## src/rtl/gamepad_scan_pkg.sv

```systemverilog
// Shared definitions for the gamepad scanner.
//   state_t   : scan FSM state encoding
//   pad_count : number of pads addressed by DATA_WIDTH lines x 2**SEL_WIDTH groups
//   idx_width : read index width for a given pad count (never below 1)
package gamepad_scan_pkg;

  typedef enum logic [2:0] {
    ST_IDLE,
    ST_SEL,
    ST_LATCH,
    ST_LWAIT,
    ST_CLK_LO,
    ST_CLK_HI,
    ST_COMMIT,
    ST_DONE
  } state_t;

  function automatic int pad_count(input int data_width, input int sel_width);
    return data_width << sel_width;
  endfunction

  function automatic int idx_width(input int npads);
    return (npads > 2) ? $clog2(npads) : 1;
  endfunction

endpackage

```

## src/rtl/gamepad_scan_tick.sv

```systemverilog
// Phase tick divider for the gamepad scanner.
//   clk       : system clock
//   rst       : synchronous reset, active low
//   restart_i : reload the counter to DIV so the next phase is a full DIV+1 clk
//   tick_o    : high for one clk each time the counter reaches 0
// The counter free-runs DIV..0 and resets to 0, so the first tick after reset
// is immediate.
module gamepad_scan_tick #(
  parameter int DIV = 15
) (
  input  logic clk,
  input  logic rst,
  input  logic restart_i,
  output logic tick_o
);

  localparam int CW = (DIV > 0) ? $clog2(DIV + 1) : 1;

  logic [CW-1:0] cnt_q, cnt_d;

  assign tick_o = (cnt_q == '0);

  always_comb begin
    cnt_d = cnt_q - 1'b1;
    if (restart_i || tick_o) cnt_d = CW'(DIV);
  end

  always_ff @(posedge clk) begin
    if (!rst) cnt_q <= '0;
    else      cnt_q <= cnt_d;
  end

endmodule

```

## src/rtl/gamepad_scan.sv

```systemverilog
// Autonomous multi-pad scanner for NES/SNES-style serial gamepads.
//   clk, rst            : system clock, synchronous active-low reset
//   gp_sel/gp_latch/gp_clk/gp_data : pad interface (data active low)
//   ctrl_go/ctrl_auto/ctrl_rdy     : one-shot start, periodic mode, idle flag
//   scan_done           : one-clk pulse after the last group is committed
//   rd_en/rd_idx        : registered read of pad word and change flag
//   rd_value/rd_chg     : read result, valid the clk after rd_en, held
//
// state     | meaning
// ----------+--------------------------------------------------
// ST_IDLE   | ctrl_rdy=1, counting auto ticks when ctrl_auto=1
// ST_SEL    | gp_sel driven, pad group settling (1 tick)
// ST_LATCH  | gp_latch=1 (1 tick)
// ST_LWAIT  | gp_latch=0, first bit settling (1 tick)
// ST_CLK_LO | gp_clk=0, data sampled at the end (1 tick)
// ST_CLK_HI | gp_clk=1, pad shifts on the rising edge (1 tick)
// ST_COMMIT | shift registers copied to pad words (1 clk)
// ST_DONE   | scan_done=1 (1 clk)
module gamepad_scan
  import gamepad_scan_pkg::*;
#(
  parameter int DIV        = 15,
  parameter int SEL_WIDTH  = 1,
  parameter int DATA_WIDTH = 2,
  parameter int NBITS      = 16,
  parameter int AUTO_DIV   = 1000,
  localparam int NPADS     = pad_count(DATA_WIDTH, SEL_WIDTH),
  localparam int IW        = idx_width(NPADS)
) (
  input  logic                  clk,
  input  logic                  rst,
  output logic [SEL_WIDTH-1:0]  gp_sel,
  input  logic [DATA_WIDTH-1:0] gp_data,
  output logic                  gp_latch,
  output logic                  gp_clk,
  input  logic                  ctrl_go,
  input  logic                  ctrl_auto,
  output logic                  ctrl_rdy,
  output logic                  scan_done,
  input  logic                  rd_en,
  input  logic [IW-1:0]         rd_idx,
  output logic [NBITS-1:0]      rd_value,
  output logic                  rd_chg
);

  localparam int BW   = $clog2(NBITS + 1);
  localparam int AW   = $clog2(AUTO_DIV + 1);
  localparam int NGRP = 1 << SEL_WIDTH;

  state_t               state_q, state_d;
  logic [BW-1:0]        bit_q, bit_d;
  logic [SEL_WIDTH-1:0] sel_q, sel_d;
  logic [AW-1:0]        auto_q, auto_d;
  logic                 tick, restart;

  logic [NBITS-1:0]     shreg_q [DATA_WIDTH];
  logic [NBITS-1:0]     pad_q   [NPADS];
  logic                 chg_q   [NPADS];
  logic [NBITS-1:0]     rd_value_q;
  logic                 rd_chg_q;

  gamepad_scan_tick #(.DIV(DIV)) u_tick (
    .clk       (clk),
    .rst       (rst),
    .restart_i (restart),
    .tick_o    (tick)
  );

  always_comb begin
    state_d = state_q;
    bit_d   = bit_q;
    sel_d   = sel_q;
    auto_d  = '0;
    restart = 1'b0;
    unique case (state_q)
      ST_IDLE: begin
        auto_d = auto_q;
        if (!ctrl_auto) auto_d = '0;
        else if (tick)  auto_d = auto_q + 1'b1;
        // A go that coincides with auto expiry still yields a single scan.
        if (ctrl_go || (ctrl_auto && tick && auto_q == AW'(AUTO_DIV - 1))) begin
          state_d = ST_SEL;
          sel_d   = '0;
          auto_d  = '0;
          restart = 1'b1;
        end
      end
      ST_SEL:   if (tick) state_d = ST_LATCH;
      ST_LATCH: if (tick) state_d = ST_LWAIT;
      ST_LWAIT: if (tick) begin
        state_d = ST_CLK_LO;
        bit_d   = '0;
      end
      ST_CLK_LO: if (tick) state_d = ST_CLK_HI;
      ST_CLK_HI: if (tick) begin
        if (bit_q == BW'(NBITS - 1)) state_d = ST_COMMIT;
        else begin
          bit_d   = bit_q + 1'b1;
          state_d = ST_CLK_LO;
        end
      end
      ST_COMMIT: begin
        // Wraps back to group 0 after the last group.
        sel_d = sel_q + 1'b1;
        if (sel_q == SEL_WIDTH'(NGRP - 1)) state_d = ST_DONE;
        else begin
          state_d = ST_SEL;
          restart = 1'b1;
        end
      end
      ST_DONE: state_d = ST_IDLE;
      default: state_d = ST_IDLE;
    endcase
  end

  always_ff @(posedge clk) begin
    if (!rst) begin
      state_q <= ST_IDLE;
      bit_q   <= '0;
      sel_q   <= '0;
      auto_q  <= '0;
    end else begin
      state_q <= state_d;
      bit_q   <= bit_d;
      sel_q   <= sel_d;
      auto_q  <= auto_d;
    end
  end

  always_ff @(posedge clk) begin
    if (!rst) begin
      for (int d = 0; d < DATA_WIDTH; d++) shreg_q[d] <= '0;
    end else if (state_q == ST_CLK_LO && tick) begin
      for (int d = 0; d < DATA_WIDTH; d++)
        for (int k = 0; k < NBITS; k++)
          if (bit_q == BW'(k)) shreg_q[d][k] <= ~gp_data[d];
    end
  end

  // Read first, commit second: the read sees the pre-commit word and a commit
  // that sets a change flag overrides the read's clear.
  always_ff @(posedge clk) begin
    if (!rst) begin
      for (int p = 0; p < NPADS; p++) begin
        pad_q[p] <= '0;
        chg_q[p] <= 1'b0;
      end
      rd_value_q <= '0;
      rd_chg_q   <= 1'b0;
    end else begin
      if (rd_en) begin
        rd_value_q <= '0;
        rd_chg_q   <= 1'b0;
      end
      for (int p = 0; p < NPADS; p++) begin
        if (rd_en && rd_idx == IW'(p)) begin
          rd_value_q <= pad_q[p];
          rd_chg_q   <= chg_q[p];
          chg_q[p]   <= 1'b0;
        end
        if (state_q == ST_COMMIT && sel_q == SEL_WIDTH'(p / DATA_WIDTH)) begin
          pad_q[p] <= shreg_q[p % DATA_WIDTH];
          if (shreg_q[p % DATA_WIDTH] != pad_q[p]) chg_q[p] <= 1'b1;
        end
      end
    end
  end

  assign gp_sel    = sel_q;
  assign gp_latch  = (state_q == ST_LATCH);
  assign gp_clk    = (state_q != ST_CLK_LO);
  assign ctrl_rdy  = (state_q == ST_IDLE);
  assign scan_done = (state_q == ST_DONE);
  assign rd_value  = rd_value_q;
  assign rd_chg    = rd_chg_q;

endmodule

```

## config.mk

```make
export PLATFORM = sky130hd
export DESIGN_NAME = gamepad_scan
export DESIGN_NICKNAME = d
export VERILOG_FILES = /design/src/rtl/gamepad_scan_pkg.sv /design/src/rtl/gamepad_scan_tick.sv /design/src/rtl/gamepad_scan.sv
export SDC_FILE = /design/constraint.sdc
export NUM_CORES = 1
export LEC_CHECK = 0
export ABC_AREA = 1
export ABC_CLOCK_PERIOD_IN_PS = 2270
export CORE_UTILIZATION = 35
export DETAILED_ROUTE_END_ITERATION = 7
export PLACE_DENSITY_LB_ADDON = 0.25
export SYNTH_ARGS = -nofsm -noshare
export SYNTH_HDL_FRONTEND = slang
export SYNTH_SLANG_ARGS = --single-unit
export TNS_END_PERCENT = 30
```

## constraint.sdc

```tcl
create_clock -name clk -period 2.27 [get_ports clk]
set_clock_uncertainty 0.05 [all_clocks]
set_input_delay 0.5675 -clock clk [delete_from_list [all_inputs] [get_ports clk]]
set_output_delay 0.5675 -clock clk [all_outputs]
set_load 0.02 [all_outputs]
```

==> run_results.csv, run 1 <==
group,metric,value,unit
floorplanning,die_height,143,um
setup_path,r2r-start,"bit_q[0]",
power,leakage,3.28,nW
setup_path,r2r_end,"shreg_q[0][9]",
layout,nets,841,
routing,avgViaCountPerCell,4.77,
setup_path,critPathRequiredTime,1650,ps
synth,ys_warn_count,0,
layout,stdcell_count,1103,
setup_path,worst_setup_path_start_kind,"register",
timing,final_max_slew_viol_count,0,
placement,dpl.cell_count,1069,
timing,layout_min_cycle_time,2150,ps
routing,wirelength,16200,um
layout,diodes,0,
placement,place_area,7720,sq um
layout,regArea,3780,sq um
synth,yosysTopAreaCellShare,0.419,
power,vdd_drop_max,0.611,mV
routing,drt-wirelength-per-cell,14.7,um
setup_path,path_max_fanout,7,
synth,seq_area_frac_synth,0.543,
global_route,grt.total_usage,0.172,
synth,synth_fp_nets,789,
setup_path,worstSetupEndpointType,"output port",
synth,yosys.area.top_type,"edfxtp_1",
synth,netlist_instances,773,
timing,slew_headroom,0.682,
power,power,6.58,mW
placement,io_buffers,30,
floorplanning,io-pin-count,31,
setup_path,crit_arrival,1530,ps
synth,synth-edff-count,97,
global_route,antenna_found_initial,0,
power,power_density,794,nW/um^2
synth,yosys-top-cells-area,"edfxtp_1, dfxtp_1, nand2_1",
synth,ys_top_cells_by_count,"nand2_1, nor2_1, edfxtp_1",
clocking,cts_root_buffer,"clkbuf_16",
layout,final_core_util,0.426,
timing,worst_slew_pin_slew,476,ps
layout,fill_cells,1900,
placement,hpwl,11300,um
flow_run,drv_cap,0,
global_route,first_global_vias,5082,
placement,gp_congestion,0.788,
timing,setup_viol,0,
timing,timing.final.crit_share,0.947,
setup_path,r2r_slack,200,ps
outcome,status,"complete, no violations",
synth,yosysUniqueCellTypes,40,
synth,yosysMostFrequentCell,"nand2_1",
synth,ys_seq_elements,140,
timing,setup_tns,0,ps
routing,ant_nets,0,
setup_path,crit_path_end,"ctrl_rdy",
routing,vias,5263,
clocking,clk_latency,420,ps
clocking,cts_tree,"done",
hold_path,hold_depth,2,
clocking,numCtsBuffers,17,
global_route,grt-ovfl-total,0,
floorplanning,coreArea,19500,sq um
floorplanning,fp.dieW,143,um
global_route,grt_start_max_net_pins,33,
synth,synth_top_family_by_area,"simple AND/OR/NAND/NOR gates",
clocking,holdBufCountCts,0,
layout,multi_input_area,2710,sq um
floorplanning,rows,51,
routing,drt_iter0_markers,340,
routing,drcViolationCount,0,
routing,drt_first_pass_iters,5,
synth,synth.avg_cell_area,8.99,sq um
synth,synth_mux_area_frac,0,
setup_path,startpoint,"state_q[0]",
setup_path,critPathKind,"reg -> out",
layout,drive_gt1_frac,0.124,
setup_path,rr_worst_depth,12,
synth,synth-async-reset-ratio,0,
synth,synthXorXnorAreaFrac,0.0693,
floorplanning,start_util,0.357,
layout,final_cell_area,8290,sq um
synth,synth_fa_ha_area_frac,0.0126,
layout,area_growth,19.4,%
synth,synthFlopType,"edfxtp_1",
clocking,clk_pin_slew,60,ps
timing,clock.fmax,465,MHz
timing,rsz0062_at_grt,"false",
timing,hold_viol_final,0,
synth,synth.cell_area,6950,sq um
clocking,cts.sinks,140,
synth,synth_compound_area_frac,0.0582,
clocking,clockBufferDepth,2,
synth,synthSimpleGateAreaFrac,0.248,
hold_path,hold_class,"reg -> reg",
floorplanning,die_area,20400,sq um
clocking,htree_levels,4,
global_route,grt_pass1_wl,26300,um
-- power breakdown --
| part | switching (mW) | internal (mW) |
|---|---|---|
| clock network | 1.07 | 1.48 |
| registers | 0.156 | 2.89 |
| logic | 0.619 | 0.367 |
| total | 1.85 | 4.73 |
-- worst min path at each step --
stage / startpoint / slack [ps] / end
finish: chg_q[0] / 420 / chg_q[0]
CTS: chg_q[0] / 420 / chg_q[0]
global placement: chg_q[1] / 410 / chg_q[1]
global route: chg_q[0] / 450 / chg_q[0]
floorplan: chg_q[0] / 400 / chg_q[0]
detailed placement: chg_q[0] / 410 / chg_q[0]
-- area by class of cell --
| type | instances | area share |
|---|---|---|
| Clock inverter | 10 | 0.00800 |
| Inverter | 95 | 0.0437 |
| Tap cell | 265 | 0.0400 |
| Timing Repair inverter | 1 | 0.000905 |
| Multi-Input combinational cell | 514 | 0.327 |
| Clock buffer | 22 | 0.0572 |
| Sequential cell | 140 | 0.455 |
| Timing Repair Buffer | 56 | 0.0680 |
-- critical path, stage by stage, from the launching register on --
cell,delay (ps)
dfxtp_2,360
nor2_4,150
inv_1,80
nor2_2,160
dlygate4sd2_1,360
-- registers in the layout, summed over array words and instances (netlist names) --
register and cells:
rd_value 16, rd_chg 1, state_q 3, u_tick.cnt_q 4
auto_q 10, chg_q 4, bit_q 5, shreg_q 32
pad_q 64, gp_sel 1
-- cells in the final DEF (no fill, tap or decap), types with 6 or more instances in the layout --
master	n
a21oi_1	27
a22oi_1	8
a31oi_1	6
buf_12	6
buf_4	20
clkbuf_16	17
clkdlybuf4s50_1	25
dfxtp_1	40
edfxtp_1	97
ha_1	7
inv_1	83
inv_2	10
nand2_1	136
nand3_1	52
nand3_2	6
nand4_1	10
nor2_1	134
nor2_2	6
nor3_1	20
o21ai_0	13
xnor2_1	35
xor2_1	20
-- per-layer routing --
layer  vias up  part of all wire  track usage
li1       2641                 -            -
met1      2473              0.48        0.230
met2       128              0.46        0.274
met3        21             0.049       0.0402
met4         0             0.011       0.0538
met5         -                 0            0
-- logic make-up (layout without fill, tap and decap cells) --
kind of cell | Yosys count | in the layout
flip-flops | 140 | 140
XOR/XNOR | 55 | 55
AND/OR/NAND/NOR | 384 | 384
AO/OA/AOI/OAI | 68 | 68
buffers and inverters | 119 | 184
adder cells (fa/ha/maj) | 7 | 7
-- repair_timing --
action / CTS / global route
buffers inserted: 0 / 1
cloned: 0 / 1
gates resized for setup: 6 / 7
setup endpoints to repair: 4 / 17
-- stage by stage --
stage	hold slack [ps]	setup slack (ps)
after global routing	455	27.8
final	422	120
after CTS	424	25.3
after global placement	411	109
after detailed placement	413	20.2
after floorplan	399	123
(Power assumes the default switching activity.)
==> inputs of run 2 (changes only) <==
--- a/config.mk
+++ b/config.mk
@@ -7,6 +7,7 @@
 export LEC_CHECK = 0
 export ABC_AREA = 1
 export ABC_CLOCK_PERIOD_IN_PS = 2270
+export CORE_ASPECT_RATIO = 0.75
 export CORE_UTILIZATION = 35
 export DETAILED_ROUTE_END_ITERATION = 7
 export PLACE_DENSITY_LB_ADDON = 0.25
==> run 2 against run 1 <==
Net effect: hold slack gained 3.3 ps; final area shrank 0.63%; global-route usage grew 0.93 points; die area is essentially flat; register-to-register slack lost 20 ps; clock power grew 3%; sequential power is essentially flat; sequential share of layout area grew 0.29 points; critical path type unchanged.
==> run_results.csv, run 2 (same netlist as run 1, synthesis figures left out) <==
group,metric,value,unit
outcome,status,"complete, no violations",
timing,rsz0062_at_grt,"true",
layout,final_common_cell,"nand2_1",
setup_path,rr_worst_depth,12,
hold_path,hold_depth,2,
power,vdd_drop_max,0.558,mV
global_route,grt_pass1_wl,27400,um
floorplanning,die_height,124,um
routing,drcViolationCount,0,
global_route,grt.total_usage,0.181,
power,p_sw_frac,0.286,
clocking,numCtsBuffers,17,
global_route,grt-ovfl-total,0,
floorplanning,io-pin-count,31,
global_route,antenna_found_initial,0,
floorplanning,fp.dieW,165,um
placement,hpwl,11800,um
timing,setup_tns,0,ps
clocking,cts.sinks,140,
timing,setup_viol,0,
setup_path,crit_arrival,1520,ps
setup_path,path_cells,"nor2_4, inv_1, nor2_2, dlygate4sd2_1",
setup_path,critPathSlowestCell,"dfxtp_2",
setup_path,critPathRequiredTime,1650,ps
setup_path,path_max_fanout,7,
routing,avgViaCountPerCell,4.82,
floorplanning,rows,44,
floorplanning,die_area,20400,sq um
placement,io_buffers,30,
power,leakage,3.28,nW
layout,drive_gt1_frac,0.116,
clocking,clk_pin_slew,60,ps
power,power_density,809,nW/um^2
floorplanning,coreArea,19400,sq um
timing,timing.final.crit_share,0.941,
routing,ant_nets,0,
timing,final_max_slew_viol_count,0,
clocking,clk_latency,430,ps
power,power,6.67,mW
layout,nets,837,
routing,drt_first_pass_iters,6,
clocking,holdBufCountCts,0,
routing,drt_iter0_markers,459,
global_route,first_global_vias,4941,
layout,area_growth,18.6,%
layout,fill_cells,1934,
floorplanning,start_util,0.359,
timing,hold_viol_final,0,
flow_run,drv_cap,0,
routing,wirelength,17200,um
layout,layout_common_cells,"nand2_1, nor2_1, edfxtp_1",
power,p_int,4.76,mW
setup_path,critPathKind,"reg -> out",
timing,worst_slew_pin_slew,414,ps
clocking,cts_root_buffer,"clkbuf_16",
clocking,clockBufferDepth,2,
power,clockPowerShare,0.394,
power,seqPwrFrac,0.457,
setup_path,worst_setup_path_start_kind,"register",
routing,vias,5244,
setup_path,worstSetupEndpointType,"output port",
timing,clock.fmax,468,MHz
global_route,grt_start_max_net_pins,37,
setup_path,cpPeakStageDelay,360,ps
layout,largest_reg_flops,64,
hold_path,hold_class,"reg -> reg",
routing,drt-wirelength-per-cell,15.9,um
placement,gp_congestion,0.842,
timing,slew_headroom,0.724,
timing,layout_min_cycle_time,2140,ps
power,power_frac_comb,0.149,
layout,final_core_util,0.425,
clocking,cts_tree,"done",
layout,diodes,0,
power,p_sw,1.91,mW
layout,regMostFlops,"pad_q",
clocking,htree_levels,4,
run 2: final cells by class:
| type | instances | area [sq um] | share of cell area |
|---|---|---|---|
| flip-flops and latches | 140 | 3780 | 0.458 |
| multi-input cells | 514 | 2700 | 0.328 |
| repair buffers | 53 | 537 | 0.0651 |
| clock buffers | 18 | 429 | 0.0521 |
| inverters | 95 | 359 | 0.0436 |
| well taps | 253 | 317 | 0.0384 |
| clock inverters | 14 | 123 | 0.0149 |
run 2: power by group through the flow:
stage	clock (mW)	combinational, mW	sequential, mW
3_3_place_gp	0	1.01	3.09
5_1_grt	2.78	1.11	3.07
4_1_cts	2.66	1.00	3.05
2_1_floorplan	0	0.701	3.07
6_report	2.63	0.993	3.05
3_5_place_dp	0	1.00	3.09
run 2: final timing paths:
kind | startpoint | endpoint | slack (ps)
min reg2reg | chg_q[0] | chg_q[0] | 430
min | chg_q[0] | chg_q[0] | 430
max | state_q[0] | ctrl_rdy | 130
max reg2reg | bit_q[0] | shreg_q[0][10] | 180
run 2: stage by stage:
stage / std cells / instance area, sq um / setup slack [ps] / hold WS [ps]
after global placement: 1055 / 7680 / 168 / 414
after CTS: 1087 / 8230 / -39.8 / 425
after global routing: 1087 / 8240 / -7.88 / 457
after floorplan: 773 / 6950 / 123 / 399
after detailed placement: 1055 / 7680 / 71.2 / 414
final: 1087 / 8240 / 134 / 426
run 2: critical path: cells and delay by family, from the launching register on:
kind,cells,cell delay [ps]
simple gates,2,290
buf+inv,2,440
flops,1,360
run 2: layer usage:
layer | up-vias | global-route usage | part of all wire
li1 | 2629 | - | -
met1 | 2468 | 0.280 | 0.53
met2 | 138 | 0.251 | 0.40
met3 | 9 | 0.0413 | 0.055
met4 | 0 | 0.0430 | 0.0075
met5 | - | 0 | 0
run 2: timing repair:
action                     CTS  global route
setup buffers                0             0
setup endpoints to repair    4            19
resized for setup            4             3
==> patch 1: new RTL, config.mk and constraints of run 2 <==
The parameter `NBITS` goes from 16 to 32.
--- a/src/rtl/gamepad_scan.sv
+++ b/src/rtl/gamepad_scan.sv
@@ -24,3 +24,3 @@
   parameter int DATA_WIDTH = 2,
-  parameter int NBITS      = 16,
+  parameter int NBITS      = 32,
   parameter int AUTO_DIV   = 1000,
Interface: changed (resized rd_value); port bits go from 31 to 47. No check against the original RTL was run, so the function may have changed too.
==> patch 1 against run 2 <==
- the flow now finishes with violations (DRC)
- power up 69%
- worst setup slack worse by 0.069 ns
- sequential cell count up 113
- cell count up 80%
- wire length up 100%
- synthesized area up 79%
- cell area up 79%
- critical path type unchanged
- largest cell class unchanged
- largest power group unchanged
==> patch 1: results (changes against run 2) <==
| Metric | Value |
|---|---|
| Status | `finished, violations left` |
| Violated checks | `DRC` |
| CTS H-Tree Depth | `1 (-3)` |
| Met2 routed WL | `14400 µm (+110%)` |
| First-pass GRT wire length | `54580 µm (+100%)` |
| Register area | `7000 µm² (+85%)` |
| LEAKAGE | `5.953 nW (+82%)` |
| Layout cell share with drive strength beyond 1 | `10.36% (-1.3 points)` |
| IO Port Bufs | `46 (+53%)` |
| Cell Area, Synth | `12440 µm² (+79%)` |
| Avg Cell Area, Syn | `8.939 µm² (-0.57%)` |
| Top cells by area, synth | `edfxtp_1 (47%), dfxtp_1 (9.7%), nand2_1 (9.3%), nor2_1 (6.7%), inv_1 (4.8%)` |
| TritonRoute pass-1 iters | `8 (+2)` |
| Number of flops mapped to enable cells by yosys | `193 (+99%)` |
| Hold WS | `0.4355 ns (+0.009842 ns)` |
| Sequential power share | `49.2% (+3.5 points)` |
| Placed instance count | `1907 (+81%)` |
| Final routed DRC violation total | `4 (+4)` |
| Seq group | `5.55 mW (+82%)` |
| P_clk | `4.21 mW (+60%)` |
| Met3 GRT Util | `3.938% (-0.19 points)` |
| Largest stage delay on the critical path | `0.64 ns (+0.28 ns)` |
| Met3 routed WL | `2660 µm (+180%)` |
| Iteration-0 DRC Markers | `1007 (+120%)` |
| Clock Latency Late Sink | `0.54 ns (+0.11 ns)` |
| R2R setup slack | `0.15 ns (-0.03 ns)` |
| Fillers | `3468 (+79%)` |
patch 1: cell families after synthesis:
group | after synthesis | share of synthesized area [%]
AO/OA/AOI/OAI | 134 | 6.446
XOR/XNOR | 73 | 5.138
AND/OR/NAND/NOR | 703 | 24.34
adder cells (fa/ha/maj) | 7 | 0.7038
buffers and inverters | 222 | 7.139
flip-flops | 253 | 56.23
patch 1: how the worst max path moves through the flow:
stage	start	to	slack (ns)	depth (start not counted)
after floorplan	rst	pad_q[0][0]	-0.28	4
after global placement	gp_data[1]	shreg_q[1][15]	-0.12	4
after detailed placement	gp_data[1]	shreg_q[1][15]	-0.07	4
after CTS	rd_value[6]	rd_value[6]	0.04	1
after global routing	state_q[0]	ctrl_rdy	0.02	4
final	rd_chg	rd_chg	0.07	1
patch 1: area by class of cell:
cell class / count / area share (%)
flip-flops and latches: 253 / 47.58
multi-input cells: 917 / 31.17
repair buffers: 112 / 7.544
clock buffers: 38 / 5.077
inverters: 168 / 4.303
well taps: 457 / 3.887
clock inverters: 8 / 0.4337
==> patch 2: new RTL, flow settings as in run 2 <==
Made on the original files. Re-encode `state_t` (8 states) as one-hot, 8 bits wide.
--- a/src/rtl/gamepad_scan_pkg.sv
+++ b/src/rtl/gamepad_scan_pkg.sv
@@ -6,11 +6,11 @@
 
-  typedef enum logic [2:0] {
-    ST_IDLE,
-    ST_SEL,
-    ST_LATCH,
-    ST_LWAIT,
-    ST_CLK_LO,
-    ST_CLK_HI,
-    ST_COMMIT,
-    ST_DONE
+  typedef enum logic [7:0] {
+    ST_IDLE   = 8'b00000001,
+    ST_SEL    = 8'b00000010,
+    ST_LATCH  = 8'b00000100,
+    ST_LWAIT  = 8'b00001000,
+    ST_CLK_LO = 8'b00010000,
+    ST_CLK_HI = 8'b00100000,
+    ST_COMMIT = 8'b01000000,
+    ST_DONE   = 8'b10000000
   } state_t;
Function: no difference found for any inputs over 4 cycles, from zero or initial values and one cycle with rst low; so few cycles prove little.
==> patch 2 against run 2 <==
- cell area rose by 5.8%
- sequential share of layout area fell by 1.4 points
- wire length rose by 8.7%
- synthesized area rose by 5.6%
- sequential cell count rose by 5
- power rose by 5.4%
- core utilization rose by 0.25 points
- hold slack got worse by 0.0094 ns
- synthesized cell count rose by 8.3%
- worst setup slack got worse by 0.018 ns
==> patch 2: results (changes against run 2) <==
| Metric | Value |
|---|---|
| Metal-1 WL | `9323 µm (+1.3%)` |
| Met3 routed WL | `1038 µm (+10%)` |
| Final #Nets | `908 (+8.5%)` |
| Non-clock buffer contribution to total cell area | `6.572% (+0.059 points)` |
| Synth Net Count | `853 (+8.1%)` |
| Worst vdd ir | `0.5097 mV (-8.6%)` |
| GRT Util Overall | `18.33% (+0.19 points)` |
| Commonest cells in the netlist | `nand2_1 (172), nor2_1 (139), edfxtp_1 (97), inv_1 (89), nand3_1 (59)` |
| Synth cell types | `44 (+10%)` |
| Synth Area in Compound Gates | `6.155% (+0.34 points)` |
| Critical Path AT | `1.54 ns (+0.02 ns)` |
| Sequential area share after synthesis | `52.79% (-1.5 points)` |
| Wire per inst | `15.79 µm (-0.47%)` |
| Largest net degree at the start of global routing | `39 (+5.4%)` |
| Dpl ws | `-0.03128 ns (-0.1025 ns)` |
| HPWL Detailed | `13350 µm (+13%)` |
| R2R setup slack | `0.20 ns (+0.02 ns)` |
| Met2 usage | `27.84% (+2.7 points)` |
| Vias in the first global route | `5537 (+12%)` |
| Xor-xnor portion of the synthesized cell area | `5.848% (-1.1 points)` |
| Power in combinational cells | `1.06 mW (+7%)` |
| Max-slew headroom | `52.10% (-20 points)` |
| Worst path slowest cell | `dfxtp_1` |
| Top cells by area, synth | `edfxtp_1 (40%), dfxtp_1 (13%), nand2_1 (8.8%), nor2_1 (7.1%), inv_1 (4.6%)` |
| Fillers | `2097 (+8.4%)` |
| Inverters | `102 (+7.4%)` |
| First-pass GRT wire length | `30030 µm (+9.8%)` |
| LEAKAGE | `3.476 nW (+6.0%)` |
| Fin area | `8720 µm² (+5.8%)` |
| TritonRoute pass-1 iters | `5 (-1)` |
| Met3 GRT Util | `4.306% (+0.18 points)` |
| Status | `finished clean` |
| Vias per cell | `4.783 (-0.85%)` |
| Cell Area, Placed | `8125 µm² (+5.8%)` |
| Multi-input gate area | `2928 µm² (+8.4%)` |
| #MultiIn Comb | `564 (+9.7%)` |
| Crit path max fanout | `4 (-3)` |
| Reg2Reg Depth | `11 (-1)` |
| Placed instance count | `1155 (+9.5%)` |
| Met2 routed WL | `8126 µm (+16%)` |
| Cell count after synthesis | `837 (+8.3%)` |
| Hold_sp | `bit_q[4]` |
| Post-cts resize count | `7 (+3)` |
| P_clk | `2.91 mW (+11%)` |
| Pwr Total | `7.031 mW (+5.4%)` |
| Net Sw Power | `1.938 mW (+1.5%)` |
| Tap cells | `282 (+11%)` |
| Non-clk bufs | `62 (+17%)` |
| Hold WS | `0.4163 ns (-0.009364 ns)` |
| Post-Synth Adder-Cell Area | `1.194% (-0.067 points)` |
| Drt total wl | `18750 µm (+8.7%)` |
| Iteration-0 DRC Markers | `467 (+1.7%)` |
| RePlAce Congestion | `0.8393 (-0.29%)` |
patch 2: cell types whose count changed after synthesis, moves of 5 or more:
cell     change
nand2_1     +35
nand3_2      -6
xnor2_1     -13
nor2_4       +6
xor2_1       +7
nand4_1      +5
inv_1        +5
nor3_1      -12
dfxtp_1      +5
nor2_2       +9
or2_2        +5
nand3_1      +7
patch 2: worst max-delay path by stage:
stage / startpoint / end / slack, ns / depth (start not counted)
after floorplan: rst / pad_q[2][0] / -0.12 / 4
final: state_q[5] / scan_done / 0.12 / 4
after global placement: rd_en / rd_value[4] / 0.03 / 7
after CTS: state_q[5] / gp_latch / 0.007 / 6
after global routing: state_q[5] / scan_done / 0.005 / 4
after detailed placement: rd_en / rd_value[3] / -0.03 / 7
patch 2: worst register-to-register path: cells and delay by family (launching register included):
family,cells,cell delay [ns]
buf+inv,2,0.36
flops,1,0.34
simple gates,9,1.16
